`src/rtl/bus_host_arbiter.sv`:
```
// Round-robin arbiter sharing one downstream bus host port among NrHosts requesters.
// Accepted host IDs are queued so in-order responses are routed back to their issuer.
module bus_host_arbiter #(
  parameter int unsigned NrHosts        = 2,
  parameter int unsigned DataWidth      = 32,
  parameter int unsigned AddressWidth   = 32,
  parameter int unsigned MaxOutstanding = 2
) (
  input  logic                                      clk_i,
  input  logic                                      rst_ni,
  input  logic [NrHosts-1:0]                        host_req_i,
  output logic [NrHosts-1:0]                        host_gnt_o,
  input  logic [NrHosts-1:0][AddressWidth-1:0]      host_addr_i,
  input  logic [NrHosts-1:0]                        host_we_i,
  input  logic [NrHosts-1:0][DataWidth/8-1:0]       host_be_i,
  input  logic [NrHosts-1:0][DataWidth-1:0]         host_wdata_i,
  output logic [NrHosts-1:0]                        host_rvalid_o,
  output logic [NrHosts-1:0][DataWidth-1:0]         host_rdata_o,
  output logic [NrHosts-1:0]                        host_err_o,
  output logic                                      bus_req_o,
  input  logic                                      bus_gnt_i,
  output logic [AddressWidth-1:0]                   bus_addr_o,
  output logic                                      bus_we_o,
  output logic [DataWidth/8-1:0]                    bus_be_o,
  output logic [DataWidth-1:0]                      bus_wdata_o,
  input  logic                                      bus_rvalid_i,
  input  logic [DataWidth-1:0]                      bus_rdata_i,
  input  logic                                      bus_err_i,
  output logic                                      unexpected_rsp_o
);

  localparam int unsigned IdW  = (NrHosts > 1) ? $clog2(NrHosts) : 1;
  localparam int unsigned PtrW = (MaxOutstanding > 1) ? $clog2(MaxOutstanding) : 1;
  localparam int unsigned CntW = $clog2(MaxOutstanding + 1);

  logic [IdW-1:0]                      r_rr;
  logic [MaxOutstanding-1:0][IdW-1:0]  r_fifo;
  logic [PtrW-1:0]                     r_wptr;
  logic [PtrW-1:0]                     r_rptr;
  logic [CntW-1:0]                     r_count;
  logic                                r_unexpected;

  logic                                w_found;
  logic [IdW-1:0]                      w_winner;
  int unsigned                         w_idx;
  logic                                w_pop;
  logic                                w_push;
  logic                                w_can_issue;
  logic [IdW-1:0]                      w_head;

  // First requester at or after the round-robin pointer, searching upward.
  always_comb begin
    w_found  = 1'b0;
    w_winner = '0;
    w_idx    = 0;
    for (int unsigned i = 0; i < NrHosts; i++) begin
      w_idx = (32'(r_rr) + i) % NrHosts;
      if (!w_found && host_req_i[w_idx]) begin
        w_found  = 1'b1;
        w_winner = IdW'(w_idx);
      end
    end
  end

  assign w_head      = r_fifo[r_rptr];
  assign w_pop       = bus_rvalid_i && (r_count != '0);
  // A response popping this cycle frees a slot for a same-cycle issue.
  assign w_can_issue = (r_count < CntW'(MaxOutstanding)) || w_pop;
  assign bus_req_o   = w_found && w_can_issue;
  assign w_push      = bus_req_o && bus_gnt_i;

  always_comb begin
    bus_addr_o  = '0;
    bus_we_o    = 1'b0;
    bus_be_o    = '0;
    bus_wdata_o = '0;
    if (w_found) begin
      bus_addr_o  = host_addr_i[w_winner];
      bus_we_o    = host_we_i[w_winner];
      bus_be_o    = host_be_i[w_winner];
      bus_wdata_o = host_wdata_i[w_winner];
    end
  end

  always_comb begin
    host_gnt_o    = '0;
    host_rvalid_o = '0;
    host_err_o    = '0;
    if (w_push) begin
      host_gnt_o[w_winner] = 1'b1;
    end
    if (w_pop) begin
      host_rvalid_o[w_head] = 1'b1;
      host_err_o[w_head]    = bus_err_i;
    end
  end

  assign host_rdata_o     = {NrHosts{bus_rdata_i}};
  assign unexpected_rsp_o = r_unexpected;

  always_ff @(posedge clk_i or negedge rst_ni) begin
    if (!rst_ni) begin
      r_rr         <= '0;
      r_fifo       <= '0;
      r_wptr       <= '0;
      r_rptr       <= '0;
      r_count      <= '0;
      r_unexpected <= 1'b0;
    end else begin
      if (w_push) begin
        r_fifo[r_wptr] <= w_winner;
        r_wptr         <= (r_wptr == PtrW'(MaxOutstanding - 1)) ? '0 : r_wptr + PtrW'(1);
        r_rr           <= (w_winner == IdW'(NrHosts - 1)) ? '0 : w_winner + IdW'(1);
      end
      if (w_pop) begin
        r_rptr <= (r_rptr == PtrW'(MaxOutstanding - 1)) ? '0 : r_rptr + PtrW'(1);
      end
      if (w_push && !w_pop) begin
        r_count <= r_count + CntW'(1);
      end else if (!w_push && w_pop) begin
        r_count <= r_count - CntW'(1);
      end
      if (bus_rvalid_i && (r_count == '0)) begin
        r_unexpected <= 1'b1;
      end
    end
  end

endmodule

```
`config.mk`:
```
export PLATFORM = sky130hd
export DESIGN_NAME = bus_host_arbiter
export DESIGN_NICKNAME = d
export VERILOG_FILES = /design/src/rtl/bus_host_arbiter.sv
export SDC_FILE = /design/constraint.sdc
export NUM_CORES = 1
export LEC_CHECK = 0
export ABC_AREA = 0
export BUFFER_PORTS_ARGS = -buffer_cell sky130_fd_sc_hd__buf_2
export CAP_MARGIN = 10
export CORE_AREA = 3 3 121 123
export CTS_CLUSTER_DIAMETER = 50
export DETAILED_ROUTE_END_ITERATION = 16
export DIE_AREA = 0 0 124 126
export HOLD_SLACK_MARGIN = 0.12
export PLACE_DENSITY_LB_ADDON = 0.15
export SETUP_SLACK_MARGIN = 0.5
export SKIP_LAST_GASP = 1
export SLEW_MARGIN = 10
export SYNTH_ARGS = -nofsm -noshare
export SYNTH_HDL_FRONTEND = slang
export SYNTH_SLANG_ARGS = --single-unit
```
`constraint.sdc`:
```
create_clock -name clk_i -period 4.2 [get_ports clk_i]
set_input_delay 0.84 -clock clk_i [delete_from_list [all_inputs] [get_ports clk_i]]
set_output_delay 0.84 -clock clk_i [all_outputs]
set_load 0.01 [all_outputs]
```
==> flow_metrics.env <==
export IMPL_h_tree_depth=1
export IMPL_hold_class="input port to asynchronous set/reset pin"
export IMPL_timing_fmax_ghz=0.337
export IMPL_port_buffers=221
export IMPL_dp_hpwl_um=6770
export IMPL_synth_area_top_cells="mux2i_1 (32%), buf_4 (24%), inv_1 (13%)"
export IMPL_reg2reg_to="r_count[1]"
export IMPL_p_leak_nw=2.17
export IMPL_vdd_drop_max_uv=132
export IMPL_grt_pass1_vias=2320
export IMPL_io_pins=318
export IMPL_clock_skew_ns=0.00166
export IMPL_core_sq_mm=0.0138
export IMPL_cts_clk_slew_worst_paths_ns=0.04
export IMPL_worstSetupStartpointType="input port"
export IMPL_r2r_start="r_count[1]"
export IMPL_clockRootBuffer="clkbuf_16"
export IMPL_instances_no_fill=657
export IMPL_synthCells=329
export IMPL_setup_viol_count_final=0
export IMPL_pwr_share_clk=0.195
export IMPL_globalplace_congestion=0.788
export IMPL_cts_tree="yes"
export IMPL_combPwrFrac=0.626
export IMPL_grt_pass1_wl_um=11100
export IMPL_synthesis_area_sq_mm=0.00220
export IMPL_cts_resized=0
export IMPL_ctsHoldBuffers=0
export IMPL_cp_end_kind="output port"
export IMPL_fin_area_sq_mm=0.00308
export IMPL_num_rows=43
export IMPL_fin_crit_sh=0.706
export IMPL_synth_seq_cells=8
export IMPL_pwr_density_cell_mw_per_mm2=261
export IMPL_netSwitchingPower_mw=0.321
export IMPL_seq_area_frac_synth=0.0911
export IMPL_r2r_slack_ns=2.42
export IMPL_clk_latency_ns=0.23
export IMPL_wl_per_cell_um=11.7
export IMPL_postCtsSetupBuffers=0
export IMPL_die_area_sq_mm=0.0156
export IMPL_final_core_util=0.223
export IMPL_dp_cells=654
export IMPL_postPlaceCellArea_sq_mm=0.00300
export IMPL_cts_sinks=8
export IMPL_cts_buffers=3
export IMPL_final_max_slew_violation_count=0
export IMPL_post_route_min_period_ns=2.96
export IMPL_syn_num_nets=507
export IMPL_yosys_area_top_type="mux2i_1"
export IMPL_ant_nets=0
export IMPL_worst_slew_pin_slew_ns=0.495
export IMPL_reg2reg_depth=7
export IMPL_fin_nets=657
export IMPL_drtPass1Iterations=4
export IMPL_seqPwrFrac=0.179
export IMPL_die_height_um=126
export IMPL_layout_common_cells="buf_2 (221), inv_1 (74), nand2_1 (70), mux2i_1 (70), dfrtp_1 (8)"
export IMPL_crit_end="bus_wdata_o[23]"
export IMPL_viasPerCell=3.66
export IMPL_status="complete, no violations"
export IMPL_p_total_mw=0.803
export IMPL_setup_tns_ns=0
export IMPL_chipWidth_um=124
export IMPL_arrival_ns=2.12
export IMPL_rsz0062_at_grt="false"
export IMPL_critPathKind="input port to output port"
export IMPL_routed_wl_um=7700
export IMPL_yosys_warnings=0
export IMPL_antenna_found_initial=0
export IMPL_cp_required_ns=3.36
export IMPL_drtIter0Drc=54
export IMPL_route_vias_total=2404
export IMPL_cts_buffer_depth=2
export IMPL_finalHoldViolations=0
export IMPL_slew_headroom=0.670
export IMPL_layout_commonest_cell="buf_2"
export IMPL_grt_start_max_net_pins=48
export IMPL_synth_top_area_share=0.319
export IMPL_crit_start="host_req_i[0]"
export IMPL_sw_frac_of_total=0.400
export IMPL_worst_slack_ns=1.24
export IMPL_whs_ns=0.452
export IMPL_synthToLayoutAreaGrowth_pct=40.0
export IMPL_initial_utilization=0.160
export IMPL_drive_above_1_share=0.486
export IMPL_synth_distinct_cells=20
export IMPL_overflow=0
export IMPL_n_antenna_cell=0
export IMPL_drc=0
export IMPL_synth_area_per_cell_sq_um=6.68
export IMPL_grtUsageTotal=0.0876
export IMPL_p_int_mw=0.482
export IMPL_crit_fanout=29
export IMPL_dpl_worst_slack_ns=1.18
export IMPL_cap_viol_max_count=0
cells in the mapped netlist:
master and n:
o21ai_1 2, or3_1 1, inv_1 74, mux2i_1 70, buf_4 71, nor2_1 6, mux2_4 1, o31ai_1 2
nand2_1 70, nor2b_1 2, ha_1 1, nor2_2 1, a21o_1 1, buf_2 4, and3_1 2, xnor2_1 3
o41ai_1 2, dfrtp_1 8, xor2_1 2, clkbuf_1 6
cell families (layout without fill, tap and decap cells):
kind of cell / count (synthesis) / after routing / share of synthesized area
adders and majority gates: 1 / 1 / 0.00569
and+or+nand+nor: 82 / 82 / 0.147
muxes: 71 / 71 / 0.326
DFF: 8 / 8 / 0.0911
buffers and inverters: 155 / 303 / 0.388
AOI/OAI and AO/OA: 7 / 7 / 0.0228
xor gates and xnor gates: 5 / 5 / 0.0199
worst max-delay path: stages:
cell and delay (ns):
buf_2 0.10, inv_1 0.08, o21ai_4 0.14, buf_4 0.44, mux2i_1 0.32, buf_2 0.18
power groups by stage:
stage               logic (mW)  registers (mW)  clock network (mW)
floorplan                0.379           0.136                   0
global placement         0.508           0.145                   0
detailed placement       0.512           0.145                   0
CTS                      0.514           0.144               0.160
global route             0.560           0.150               0.164
finish                   0.503           0.144               0.157
layout make-up:
class / count / area (sq um)
flip-flops and latches: 8 / 200
inverters: 74 / 278
multi-input cells: 166 / 1160
repair buffers: 226 / 1140
clock buffers: 3 / 75.1
fillers: 1597 / 10700
well taps: 180 / 225
per-layer routing:
layer | GRT usage | vias up | part of all wire
li1 | - | 1219 | -
met1 | 0.0890 | 1004 | 0.33
met2 | 0.176 | 168 | 0.54
met3 | 0.0202 | 13 | 0.12
met4 | 0.0193 | 0 | 0.011
met5 | 0 | - | 0
worst min path at each step:
stage / from / to / depth (start not counted)
after floorplan: r_fifo[1] / r_fifo[1] / 2
after global placement: unexpected_rsp_o / unexpected_rsp_o / 1
after detailed placement: unexpected_rsp_o / unexpected_rsp_o / 1
after CTS: rst_ni / r_rptr / 1
after global routing: rst_ni / unexpected_rsp_o / 1
final: rst_ni / r_rptr / 1
registers in the layout (all words and copies together), names as in the netlist:
register          count
r_count               2
r_wptr                1
r_rr                  1
r_fifo                2
unexpected_rsp_o      1
r_rptr                1
(Power assumes the default switching activity.)
